<file path="config.mk">
export PLATFORM = sky130hd
export DESIGN_NAME = gelato_inst_fetch_mo
export DESIGN_NICKNAME = d
export VERILOG_FILES = /design/src/rtl/gelato_inst_fetch_mo_pkg.sv /design/src/rtl/gelato_ifetch_ring.sv /design/src/rtl/gelato_inst_fetch_mo.sv
export SDC_FILE = /design/constraint.sdc
export NUM_CORES = 1
export LEC_CHECK = 0
export CORE_MARGIN = 5
export CORE_UTILIZATION = 50
export CTS_BUF_LIST = sky130_fd_sc_hd__clkbuf_4 sky130_fd_sc_hd__clkbuf_8
export CTS_CLUSTER_SIZE = 8
export DETAILED_ROUTE_END_ITERATION = 10
export HOLD_SLACK_MARGIN = 0.15
export PLACE_DENSITY = 0.82
export SLEW_MARGIN = 10
export SYNTH_ARGS = -nofsm -noshare
export SYNTH_HDL_FRONTEND = slang
export SYNTH_SLANG_ARGS = --single-unit
</file>
<file path="constraint.sdc">
create_clock -name clk -period 5.6 [get_ports clk]
set_input_delay 1.12 -clock clk [delete_from_list [all_inputs] [get_ports clk]]
set_output_delay 1.12 -clock clk [all_outputs]
set_load 0.02 [all_outputs]
</file>
<file path="src/rtl/gelato_inst_fetch_mo_pkg.sv">
// Shared types for the Gelato SM instruction fetch front end.
//   pc_info_t        : fetch request from the scheduler (pc, warp, split-table entry, thread mask)
//   inst_raw_data_t  : fetched instruction with its request metadata, sent to idecode
//   ifetch_slot_t    : one entry of the fetch ring (metadata, instruction word, filled flag)
//   slot_to_raw()    : formats a ring slot as an idecode word
package gelato_inst_fetch_mo_pkg;

  localparam int PC_W          = 32;
  localparam int INST_RAW_W    = 32;
  localparam int WARP_NUM_W    = 4;
  localparam int SPLIT_NUM_W   = 4;
  localparam int THREAD_MASK_W = 8;

  typedef struct packed {
    logic [PC_W-1:0]          pc;
    logic [WARP_NUM_W-1:0]    warp_num;
    logic [SPLIT_NUM_W-1:0]   split_table_num;
    logic [THREAD_MASK_W-1:0] thread_mask;
  } pc_info_t;

  typedef struct packed {
    logic [PC_W-1:0]          pc;
    logic [WARP_NUM_W-1:0]    warp_num;
    logic [SPLIT_NUM_W-1:0]   split_table_num;
    logic [THREAD_MASK_W-1:0] thread_mask;
    logic [INST_RAW_W-1:0]    inst_raw_data;
  } inst_raw_data_t;

  typedef struct packed {
    pc_info_t              meta;
    logic [INST_RAW_W-1:0] data;
    logic                  filled;
  } ifetch_slot_t;

  function automatic inst_raw_data_t slot_to_raw(input ifetch_slot_t s);
    inst_raw_data_t r;
    r.pc              = s.meta.pc;
    r.warp_num        = s.meta.warp_num;
    r.split_table_num = s.meta.split_table_num;
    r.thread_mask     = s.meta.thread_mask;
    r.inst_raw_data   = s.data;
    return r;
  endfunction

endpackage

</file>
<file path="src/rtl/gelato_ifetch_ring.sv">
// DEPTH-slot ring of fetch slots with three pointers:
//   alloc_ptr : next slot to receive request metadata (I-Cache read issued)
//   fill_ptr  : next slot to receive I-Cache data (responses return in order)
//   head_ptr  : oldest slot, presented to idecode
// Pointers carry one extra wrap bit so full and empty are distinguishable.
// Ports:
//   clk, rst_n   clock, asynchronous active-low reset (pointers and filled flags only)
//   en           global enable; low freezes every pointer and slot
//   alloc        write alloc_meta into slot[alloc], mark unfilled, advance alloc_ptr
//   fill         write fill_data into slot[fill], mark filled, advance fill_ptr
//   pop          release slot[head], advance head_ptr
//   clear        drop every slot: head and fill jump to alloc, all filled flags cleared
//   full         DEPTH slots occupied
//   inflight     slots allocated but not yet filled (requests outstanding at the I-Cache)
//   head_slot    contents of slot[head]
module gelato_ifetch_ring
  import gelato_inst_fetch_mo_pkg::*;
#(
  parameter  int DEPTH = 4,
  localparam int PW    = $clog2(DEPTH) + 1
) (
  input  logic                  clk,
  input  logic                  rst_n,
  input  logic                  en,
  input  logic                  alloc,
  input  pc_info_t              alloc_meta,
  input  logic                  fill,
  input  logic [INST_RAW_W-1:0] fill_data,
  input  logic                  pop,
  input  logic                  clear,
  output logic                  full,
  output logic [PW-1:0]         inflight,
  output ifetch_slot_t          head_slot
);

  localparam int IW = $clog2(DEPTH);

  logic [PW-1:0]         alloc_ptr;
  logic [PW-1:0]         fill_ptr;
  logic [PW-1:0]         head_ptr;
  logic [DEPTH-1:0]      filled;
  logic [DEPTH-1:0]      filled_nxt;
  pc_info_t              meta_mem [DEPTH];
  logic [INST_RAW_W-1:0] data_mem [DEPTH];

  logic [IW-1:0] alloc_idx;
  logic [IW-1:0] fill_idx;
  logic [IW-1:0] head_idx;

  assign alloc_idx = alloc_ptr[IW-1:0];
  assign fill_idx  = fill_ptr[IW-1:0];
  assign head_idx  = head_ptr[IW-1:0];

  assign full     = (alloc_ptr - head_ptr) == PW'(DEPTH);
  assign inflight = alloc_ptr - fill_ptr;

  // alloc, fill and pop always address three different slots (empty, pending,
  // filled), so their flag updates never collide.
  always_comb begin
    filled_nxt = filled;
    if (clear) begin
      filled_nxt = '0;
    end else begin
      if (alloc) filled_nxt[alloc_idx] = 1'b0;
      if (fill)  filled_nxt[fill_idx]  = 1'b1;
      if (pop)   filled_nxt[head_idx]  = 1'b0;
    end
  end

  always_ff @(posedge clk or negedge rst_n) begin
    if (!rst_n) begin
      alloc_ptr <= '0;
      fill_ptr  <= '0;
      head_ptr  <= '0;
      filled    <= '0;
    end else if (en) begin
      filled <= filled_nxt;
      if (alloc) alloc_ptr <= alloc_ptr + PW'(1);
      if (clear) begin
        fill_ptr <= alloc_ptr;
        head_ptr <= alloc_ptr;
      end else begin
        if (fill) fill_ptr <= fill_ptr + PW'(1);
        if (pop)  head_ptr <= head_ptr + PW'(1);
      end
    end
  end

  // Slot payload needs no reset: it is only observed behind a filled flag.
  always_ff @(posedge clk) begin
    if (en && alloc)          meta_mem[alloc_idx] <= alloc_meta;
    if (en && fill && !clear) data_mem[fill_idx]  <= fill_data;
  end

  always_comb begin
    head_slot.meta   = meta_mem[head_idx];
    head_slot.data   = data_mem[head_idx];
    head_slot.filled = filled[head_idx];
  end

endmodule

</file>
<file path="src/rtl/gelato_inst_fetch_mo.sv">
// Multi-outstanding instruction fetch unit for the Gelato SM front end.
// Accepts pc_info_t from the fetch scheduler, issues the I-Cache read in the
// same cycle (no skid buffer), and returns instructions to idecode in request
// order through a DEPTH-slot ring. Up to DEPTH fetches in flight or buffered.
// Optional feature macro: GELATO_IFETCH_FLUSH_EN adds the flush port and the
// drain counter that swallows responses to requests issued before a flush.
// Ports:
//   clk, rst_n         clock, asynchronous active-low reset
//   rdy                global enable; low freezes state and deasserts all valids/readies
//   din_valid/ready/din         scheduler -> fetch handshake (pc_info_t)
//   icache_req_valid/ready/addr read request to the I-Cache (addr = din.pc)
//   icache_rsp_valid/data       in-order read data, no backpressure
//   dout_valid/ready/dout       fetch -> idecode handshake (inst_raw_data_t)
//   flush              (GELATO_IFETCH_FLUSH_EN only) discard every fetch in the unit
module gelato_inst_fetch_mo
  import gelato_inst_fetch_mo_pkg::*;
#(
  parameter int DEPTH  = 4,
  parameter int ADDR_W = PC_W,
  parameter int INST_W = INST_RAW_W
) (
  input  logic              clk,
  input  logic              rst_n,
  input  logic              rdy,
  input  logic              din_valid,
  output logic              din_ready,
  input  pc_info_t          din,
  output logic              icache_req_valid,
  input  logic              icache_req_ready,
  output logic [ADDR_W-1:0] icache_req_addr,
  input  logic              icache_rsp_valid,
  input  logic [INST_W-1:0] icache_rsp_data,
  output logic              dout_valid,
  input  logic              dout_ready,
  output inst_raw_data_t    dout
`ifdef GELATO_IFETCH_FLUSH_EN
  ,
  input  logic              flush
`endif
);

  localparam int PW = $clog2(DEPTH) + 1;

  logic         full;
  logic [PW-1:0] inflight;
  ifetch_slot_t head_slot;
  logic         flush_now;
  logic         draining;
  logic         issue_ok;
  logic         fire;
  logic         fill;
  logic         pop;

`ifdef GELATO_IFETCH_FLUSH_EN
  logic [PW-1:0] drain_cnt;
  logic [PW-1:0] drain_sum;

  assign flush_now = flush;
  assign draining  = (drain_cnt != '0);
  // Responses still owed by the I-Cache after a flush: whatever was already
  // being drained plus everything issued but not yet filled.
  assign drain_sum = drain_cnt + inflight;

  always_ff @(posedge clk or negedge rst_n) begin
    if (!rst_n) begin
      drain_cnt <= '0;
    end else if (rdy) begin
      if (flush) begin
        // A response landing in the flush cycle is already one of the owed ones.
        drain_cnt <= (icache_rsp_valid && (drain_sum != '0)) ? drain_sum - PW'(1) : drain_sum;
      end else if (draining && icache_rsp_valid) begin
        drain_cnt <= drain_cnt - PW'(1);
      end
    end
  end
`else
  assign flush_now = 1'b0;
  assign draining  = 1'b0;
`endif

  // ---- issue: request and din accept in the same cycle ----
  // A pop does not bypass into issue: full is taken from the registered pointers.
  assign issue_ok         = rst_n & rdy & ~full & ~draining & ~flush_now;
  assign icache_req_valid = issue_ok & din_valid;
  assign din_ready        = issue_ok & icache_req_ready;
  assign icache_req_addr  = ADDR_W'(din.pc);
  assign fire             = din_valid & din_ready;

  // ---- fill: in-order response lands in the oldest pending slot ----
  // A response with nothing pending is illegal and dropped rather than
  // corrupting a free slot.
  assign fill = icache_rsp_valid & ~draining & ~flush_now & (inflight != '0);

  // ---- output: head slot to idecode ----
  assign dout_valid = rdy & head_slot.filled & ~flush_now;
  assign pop        = dout_valid & dout_ready;
  assign dout       = head_slot.filled ? slot_to_raw(head_slot) : '0;

  gelato_ifetch_ring #(
    .DEPTH (DEPTH)
  ) u_ring (
    .clk        (clk),
    .rst_n      (rst_n),
    .en         (rdy),
    .alloc      (fire),
    .alloc_meta (din),
    .fill       (fill),
    .fill_data  (INST_RAW_W'(icache_rsp_data)),
    .pop        (pop),
    .clear      (flush_now),
    .full       (full),
    .inflight   (inflight),
    .head_slot  (head_slot)
  );

  rsp_has_pending_req: assert property (
    @(posedge clk) disable iff (!rst_n)
    (rdy && icache_rsp_valid && !draining && !flush_now) |-> (inflight != '0)
  );

endmodule
</file>
* Yosys cells after proc, flatten, opt, wreduce, memory -nomap -nowiden
Memories as Yosys holds them, arrays and structs flattened.
Index checks and enable logic that the tools add are counted.
** Word-level totals
- Register bits :: 13
- Memory bits (writable) :: 320
- Output and inout port bits :: 115
- Logic and storage cells :: 57
- Memories :: 2
** Operators by class
- Add/subtract/negate cells :: 5
- Magnitude comparators :: 6
- Equal/unequal tests :: 1
- Muxes and demuxes :: 16
- Bitwise logic cells :: 14
- Reductions and logical operators :: 9
** Memory list
- u_ring.meta_mem :: depth 4, width 48, rd ports 1, clocked after memory_dff 0, wr ports 1, line gelato_ifetch_ring.sv:43 : pc_info_t meta_mem [DEPTH];
- u_ring.data_mem :: depth 4, width 32, rd ports 1, clocked after memory_dff 0, wr ports 1, line gelato_ifetch_ring.sv:44 : logic [INST_RAW_W-1:0] data_mem [DEPTH];
** Operators by type and width (count)
- $mux 80 :: 1
- $mux 4 :: 3
- $add 3x1->3 const B :: 3
- $lt 2x3->1 const B :: 3
- $and 1x1->1 :: 8
- $and 4x4->4 :: 2
- $mux 1 :: 8
- $not 4->4 :: 2
- $demux 1 s2 :: 3
- $ge 2x1->1 const B :: 3
- $reduce_and 2->1 :: 3
- $sub 3x3->3 :: 2
- $logic_and 1x1->1 :: 5
- $or 4x4->4 :: 1
- $eq 3x3->1 const B :: 1
- $reduce_bool 3->1 :: 1
- $bmux 1 s2 :: 1
- $not 1->1 :: 1

* Logic depth before layout (Yosys ltp)
Gate-level depths: netlist of run 1.
- Depth after elaboration :: 11
- Mapped depth :: 9

* By module
From an unflattened synthesis of run 1, not the netlist that was laid out.
** Second synthesis, totals
- Cell total of the unflattened synthesis :: 658
- Area total of the unflattened synthesis :: 13505.5 µm²
** Modules (own cells, without submodules)
- gelato_ifetch_ring :: instances 1, cells each 530, area an instance 12570.8 µm², seq. area each 9934.5 µm²
- gelato_inst_fetch_mo :: instances 1, cells each 128, area an instance 934.6 µm², seq. area each 0.0 µm²

* Worst setup path after synthesis of run 1
OpenSTA, ideal clock, no wires.
- Path type :: register to register
- Start point :: register u_ring.head_ptr[1]
- End point :: memory u_ring.meta_mem[3][0] (netlist name), enable pin
- Setup time :: 0.517 ns
- Arrival time :: 5.132 ns
- Data required time :: 5.083 ns
- Slack :: -0.049 ns
- Stages on the path, launching flop included :: 9
- Buffers on the path :: 3
- Cell sequence :: dfrtp_1 -> buf_2 -> buf_1 -> inv_1 -> ha_1 -> nand2_1 -> and3b_1 -> buf_2 -> nor3_1
** On the way
- Cells in the longest elaborated chain, start to end :: 9
** RTL lines
- start: declaration :: line gelato_ifetch_ring.sv:40 : logic [PW-1:0] head_ptr;
- start signal: assignment :: line gelato_ifetch_ring.sv:81 : head_ptr <= alloc_ptr;
- start signal: assignment :: line gelato_ifetch_ring.sv:84 : if (pop) head_ptr <= head_ptr + PW'(1);
- $sub 3x3->3 :: line gelato_ifetch_ring.sv:54 : assign full = (alloc_ptr - head_ptr) == PW'(DEPTH);
- $eq 3x3->1 :: line gelato_ifetch_ring.sv:54
- $not 1->1 :: line gelato_inst_fetch_mo.sv:83 : assign issue_ok = rst_n & rdy & ~full & ~draining & ~flush_now;
- $and 1x1->1 :: line gelato_inst_fetch_mo.sv:83
- $and 1x1->1 :: line gelato_inst_fetch_mo.sv:85 : assign din_ready = issue_ok & icache_req_ready;
- $and 1x1->1 :: line gelato_inst_fetch_mo.sv:87 : assign fire = din_valid & din_ready;
- $logic_and 1x1->1 :: line gelato_ifetch_ring.sv:91 : if (en && alloc) meta_mem[alloc_idx] <= alloc_meta;
- $mux 1 :: line gelato_ifetch_ring.sv:91
- $mux 1 (implied by the code) :: line gelato_ifetch_ring.sv:91
- end: declaration :: line gelato_ifetch_ring.sv:43
Every way passes these cells.

==> results of run 1 <==
where the power goes:
group | switching (uW) | internal (uW) | total, uW | leakage (uW)
logic | 1740 | 1730 | 3460 | 0.00191
clock network | 825 | 1010 | 1830 | 0.000482
registers | 161 | 2960 | 3120 | 0.00304
cell families after synthesis:
kind of cell | after synthesis | share of synthesized area [%]
xor+xnor | 9 | 0.595
flops | 333 | 75.0
mux | 83 | 13.9
simple gates | 104 | 4.91
buf+inv | 69 | 3.07
fa+ha+maj | 16 | 1.51
compound gates | 14 | 0.917
placed cells by master, fill, tap and decap left out, drive strengths merged:
cell type        n
a22oi            3
nor2             1
dfrtp           13
o211a            1
and3             1
bufinv           1
and3b            1
diode            1
o21a             2
nor3b            1
nor3             5
and2            82
xnor2            7
clkinv           7
o31ai            3
o211ai           3
buf             15
clkbuf          69
inv              9
o31a             1
mux2             2
clkdlybuf4s50  201
o21ai            1
xor2             2
nand2            8
edfxtp         320
ha              16
nor2b            2
mux4            81
and4             3
worst paths after layout:
check,startpoint,to,cells after the start
max in group asynchronous,rst_n,u_ring.head_ptr[1],1
min in group asynchronous,rst_n,u_ring.alloc_ptr[2],1
setup reg to reg,u_ring.head_ptr[1],u_ring.meta_mem[1][10],6
hold reg to reg,u_ring.head_ptr[2],u_ring.head_ptr[2],1
hold / removal,u_ring.head_ptr[2],u_ring.head_ptr[2],1
setup / recovery,u_ring.head_ptr[0],dout[20],4
routing by layer:
| metal | part of all wire, % | global-route usage [%] |
|---|---|---|
| met2 | 49 | 27.1 |
| met5 | 0 | 0 |
| met1 | 42 | 22.8 |
| met3 | 7.9 | 5.44 |
| met4 | 1.5 | 4.59 |
layout make-up:
class	count	area, sq um
antenna	1	2.50
clock buffer	69	850
clock inverter	8	57.6
fill	1796	9690
inverter	9	33.8
multi-input combinational	226	2930
sequential	333	9940
tap	335	419
timing repair buffer	216	2140
registers in the layout, summed over array words and instances, names as in the netlist:
signal,cells
u_ring.alloc_ptr,3
u_ring.data_mem,128
u_ring.fill_ptr,3
u_ring.filled,4
u_ring.head_ptr,3
u_ring.meta_mem,192
per-stage QoR:
step	utilization [%]	worst slack, ps
finish	62.8	1150
CTS	62.8	789
detailed placement	59.3	1410
global route	62.8	908
global placement	59.3	1470
floorplan	-	38.0
==> results.ini, run 1 <==
[detailed_routing]
viasPerCell = 5.46
wire_per_inst_microns = 21.5
first_iter_violations = 553
ant_nets = 0
vias = 6537
drc = 0
finalWirelength_mm = 25.8
drtPass1Iterations = 5

[synthesis]
yosysWarnings = 0
synth_top_area_share_pct = 72.6
mappedNetlistNets = 731
synth_flop_cell = edfxtp_1
synth.area.top_cells = edfxtp_1, mux4_2, and2_1, dfrtp_1, buf_4
synthArstFlopShare_pct = 3.90
yosysTopAreaCell = edfxtp_1
synth_cell_type_count = 31
synth.most_common_cell = edfxtp_1
synth_edf_count = 320
avgSynthCellArea_sq_um = 21.1
syn_area_sq_um = 13200
synthTopCellsByCount = edfxtp_1, and2_1, mux4_2
syn_inst = 628
ys_seq_area_share_pct = 75.0
synth-seq-cells = 333

[floorplanning]
core_sq_um = 26100
start_util_pct = 50.8
die_h_microns = 173
die-area_sq_um = 29800
ios = 202
chipWidth_microns = 173
fp-row-count = 59

[place]
gp_congestion = 0.764
placed_cells = 1119
portBuffers = 201
hpwl_mm = 15.7
dpl_cell_area_sq_um = 15500

[timing]
fin_crit_ps = 4450
whs_ps = 493
relSlewSlack_pct = 31.5
rsz0062_at_grt = false
setup_violations = 0
maxSlewViolCount = 0
finClkSkew_ps = 19.5
final.setup.tns_ps = 0
fmax_mhz = 225
finalHoldViolations = 0
finalCritPeriodShare_pct = 79.5
worstMarginPinSlew_ps = 1030

[clock_tree]
numClockSinks = 333
cts.path.max_buffers = 3
cts_root_buf = clkbuf_8
path_clk_slew_ps = 60
postCtsSetupBuffers = 0
cts_resized = 0
cts_inserted_buffers = 51
holdBufCountCts = 0
htreeDepth = 2
clock_latency_ps = 540
cts_tree = built

[final_layout]
drive_gt1_share_pct = 21.0
nets = 940
area.growth.synth_to_final_pct = 23.6
instances_no_fill = 1197
design_area_sq_um = 16400

[critical_path]
worstSetupEndpointType = primary output
path_class = flip-flop to primary output
cpPeakStageDelay_ps = 1080
cp_max_fo = 66
crit_required_ps = 4480
worst_path_max_delay_cell = mux4_4
startpoint_type = flip-flop
critical_path.cell_chain = mux4_4, buf_4, and2_1, clkdlybuf4s50_1
worstPathBufferInverterCount = 2
arrival_ps = 3330
r2r_slack_ps = 2680
cp_top_family = multiplexers

[outcome]
status = completed

[flow_run]
maxCapViolCount = 0

[global_route]
grt_pass1_vias = 7163
grt.total_usage_pct = 16.9
gr-total-overflow = 0
antenna_found_initial = 1
grt_max_degree = 67
grt_pass1_wl_mm = 40.2

[power]
powerDensity_nw_per_um2 = 514
power.leakage_uw = 0.00543
ir_drop_mv = 0.520
total_power_uw = 8420

[hold_path]
hold_path.class = flip-flop to flip-flop

(Power assumes the default switching activity.)
==> inputs of run 2 (changes only) <==
Settings changed: CORE_UTILIZATION 50 to 55, PLACE_DENSITY 0.82 to 0.85.
Clock period 5.6 ns to 4.38 ns, I/O delays scaled along.
==> results.ini, run 2 (synthesis gave the netlist of run 1 again) <==
[timing]
fin_crit_ps = 3860
worstMarginPinSlew_ps = 768  ; -259 ps
finClkSkew_ps = 13.8  ; -5.73 ps
rsz0062_at_grt = false
fmax_mhz = 259
final.setup.tns_ps = 0  ; unchanged
finalCritPeriodShare_pct = 88.2
setup_slack_ps = 518  ; -632 ps
maxSlewViolCount = 0  ; unchanged
finalHoldViolations = 0  ; unchanged
relSlewSlack_pct = 48.8  ; +17 points
setup_violations = 0  ; unchanged

[global_route]
grt_pass1_wl_mm = 41.0  ; +2.0%
grt_max_degree = 66  ; -1.5%
grt_pass1_vias = 7337  ; +2.4%
antenna_found_initial = 2  ; +1
gr-total-overflow = 0  ; unchanged
grt.total_usage_pct = 19.6  ; +2.7 points

[final_layout]
area.growth.synth_to_final_pct = 25.0
nets = 944  ; +0.43%
reg_top3 = u_ring.meta_mem x192, u_ring.data_mem x128, u_ring.filled x4
drive_gt1_share_pct = 22.7  ; +1.6 points
final_cell_mix = edfxtp_1, clkdlybuf4s50_1, and2_1
final_util_pct = 70.1  ; +7.2 points
largest_reg_flops = 192  ; unchanged
top_register = u_ring.meta_mem
final_common_cell = edfxtp_1

[critical_path]
crit_required_ps = 3500  ; -980 ps
cp_max_fo = 31  ; -53%
crit_start = u_ring.head_ptr[0]
critical_path.cell_chain = buf_4, mux4_2, and2_1, clkdlybuf4s50_1
startpoint_type = flip-flop
worstSetupEndpointType = primary output
worst_path_max_delay_cell = mux4_2
path_class = flip-flop to primary output
cpPeakStageDelay_ps = 590  ; -490 ps
arrival_ps = 2990  ; -340 ps
cp_top_family = buffers and inverters
worstPathBufferInverterCount = 2  ; unchanged
r2r_start = u_ring.head_ptr[0]

[floorplanning]
core_sq_um = 23600  ; -9.4%
ios = 202  ; unchanged
die_h_microns = 165  ; -4.4%
die-area_sq_um = 27300  ; -8.6%
chipWidth_microns = 165  ; -4.4%
fp-row-count = 56  ; -5.1%
start_util_pct = 56.1  ; +5.3 points

[flow_run]
maxCapViolCount = 0  ; unchanged

[hold_path]
hold_path.class = flip-flop to flip-flop
min-delay-start = u_ring.fill_ptr[2]

[place]
hpwl_mm = 16.4  ; +4.1%
portBuffers = 201  ; unchanged
gp_congestion = 0.768  ; +0.55%
dp_slack_ps = 1030  ; -384 ps

[detailed_routing]
ant_nets = 0  ; unchanged
wl_met2_mm = 12.9  ; +3.1%
drt-met1-wl_mm = 10.5  ; -2.7%
first_iter_violations = 444  ; -20%
drc = 0  ; unchanged
viasPerCell = 5.54  ; +1.5%
wire_per_inst_microns = 21.8  ; +1.2%
vias = 6668  ; +2.0%
finalWirelength_mm = 26.2  ; +1.7%
maxUsedRoutingLayer = met5
wl_met3_mm = 2.45  ; +21%
drtPass1Iterations = 5  ; unchanged

[clock_tree]
cts_root_buf = clkbuf_8
numClockSinks = 333  ; unchanged
clock_latency_ps = 550  ; about the same
cts_resized = 0  ; unchanged
postCtsSetupBuffers = 0  ; unchanged
path_clk_slew_ps = 60  ; about the same
cts_tree = built
cts_inserted_buffers = 53  ; +3.9%
holdBufCountCts = 0  ; unchanged
htreeDepth = 2  ; unchanged
cts.path.max_buffers = 3  ; unchanged

[power]
powerDensity_nw_per_um2 = 669  ; +30%
power.leakage_uw = 0.00553  ; +1.9%
ir_drop_mv = 0.463  ; -11%

[outcome]
status = completed

-- run 2: final timing paths --
| check | endpoint | slack (ps) | cells past startpoint |
|---|---|---|---|
| setup reg to reg | u_ring.meta_mem[3][39] | 1770 | 5 |
| max in group asynchronous | u_ring.head_ptr[0] | 3530 | 2 |
| hold reg to reg | u_ring.fill_ptr[2] | 490 | 1 |
| hold / removal | u_ring.fill_ptr[2] | 490 | 1 |
| min in group asynchronous | u_ring.head_ptr[2] | 650 | 2 |
| setup / recovery | dout[68] | 520 | 4 |
-- run 2: layer usage --
layer / GRT usage (%) / vias to the layer above
li1: - / 2920
met1: 26.3 / 3381
met2: 32.6 / 334
met3: 5.31 / 31
met4: 4.69 / 2
met5: 0 / -
-- run 2: stage by stage --
step,instances,power [uW],cell area [sq um],hold WS (ps)
5_1_grt,1203,11600,16500,515
3_3_place_gp,1105,8510,15500,477
6_report,1203,11100,16500,493
3_5_place_dp,1105,8590,15500,481
4_1_cts,1202,11200,16500,493
2_1_floorplan,628,6680,13200,462
-- run 2: cell type report --
| cell class | instances | area [sq um] |
|---|---|---|
| flip-flops and latches | 333 | 9940 |
| inverters | 9 | 33.8 |
| clock inverters | 12 | 76.3 |
| fillers | 1404 | 7070 |
| well taps | 319 | 399 |
| diodes | 1 | 2.50 |
| multi-input cells | 226 | 2920 |
| repair buffers | 218 | 2160 |
| clock buffers | 85 | 1000 |
-- run 2: power breakdown --
group	total, uW	internal, uW	leakage [uW]	switching, uW
Clock	2610	1500	0.000574	1110
Combinational	4550	2230	0.00192	2320
Sequential	3910	3790	0.00304	124
Total	11100	7510	0.00553	3560
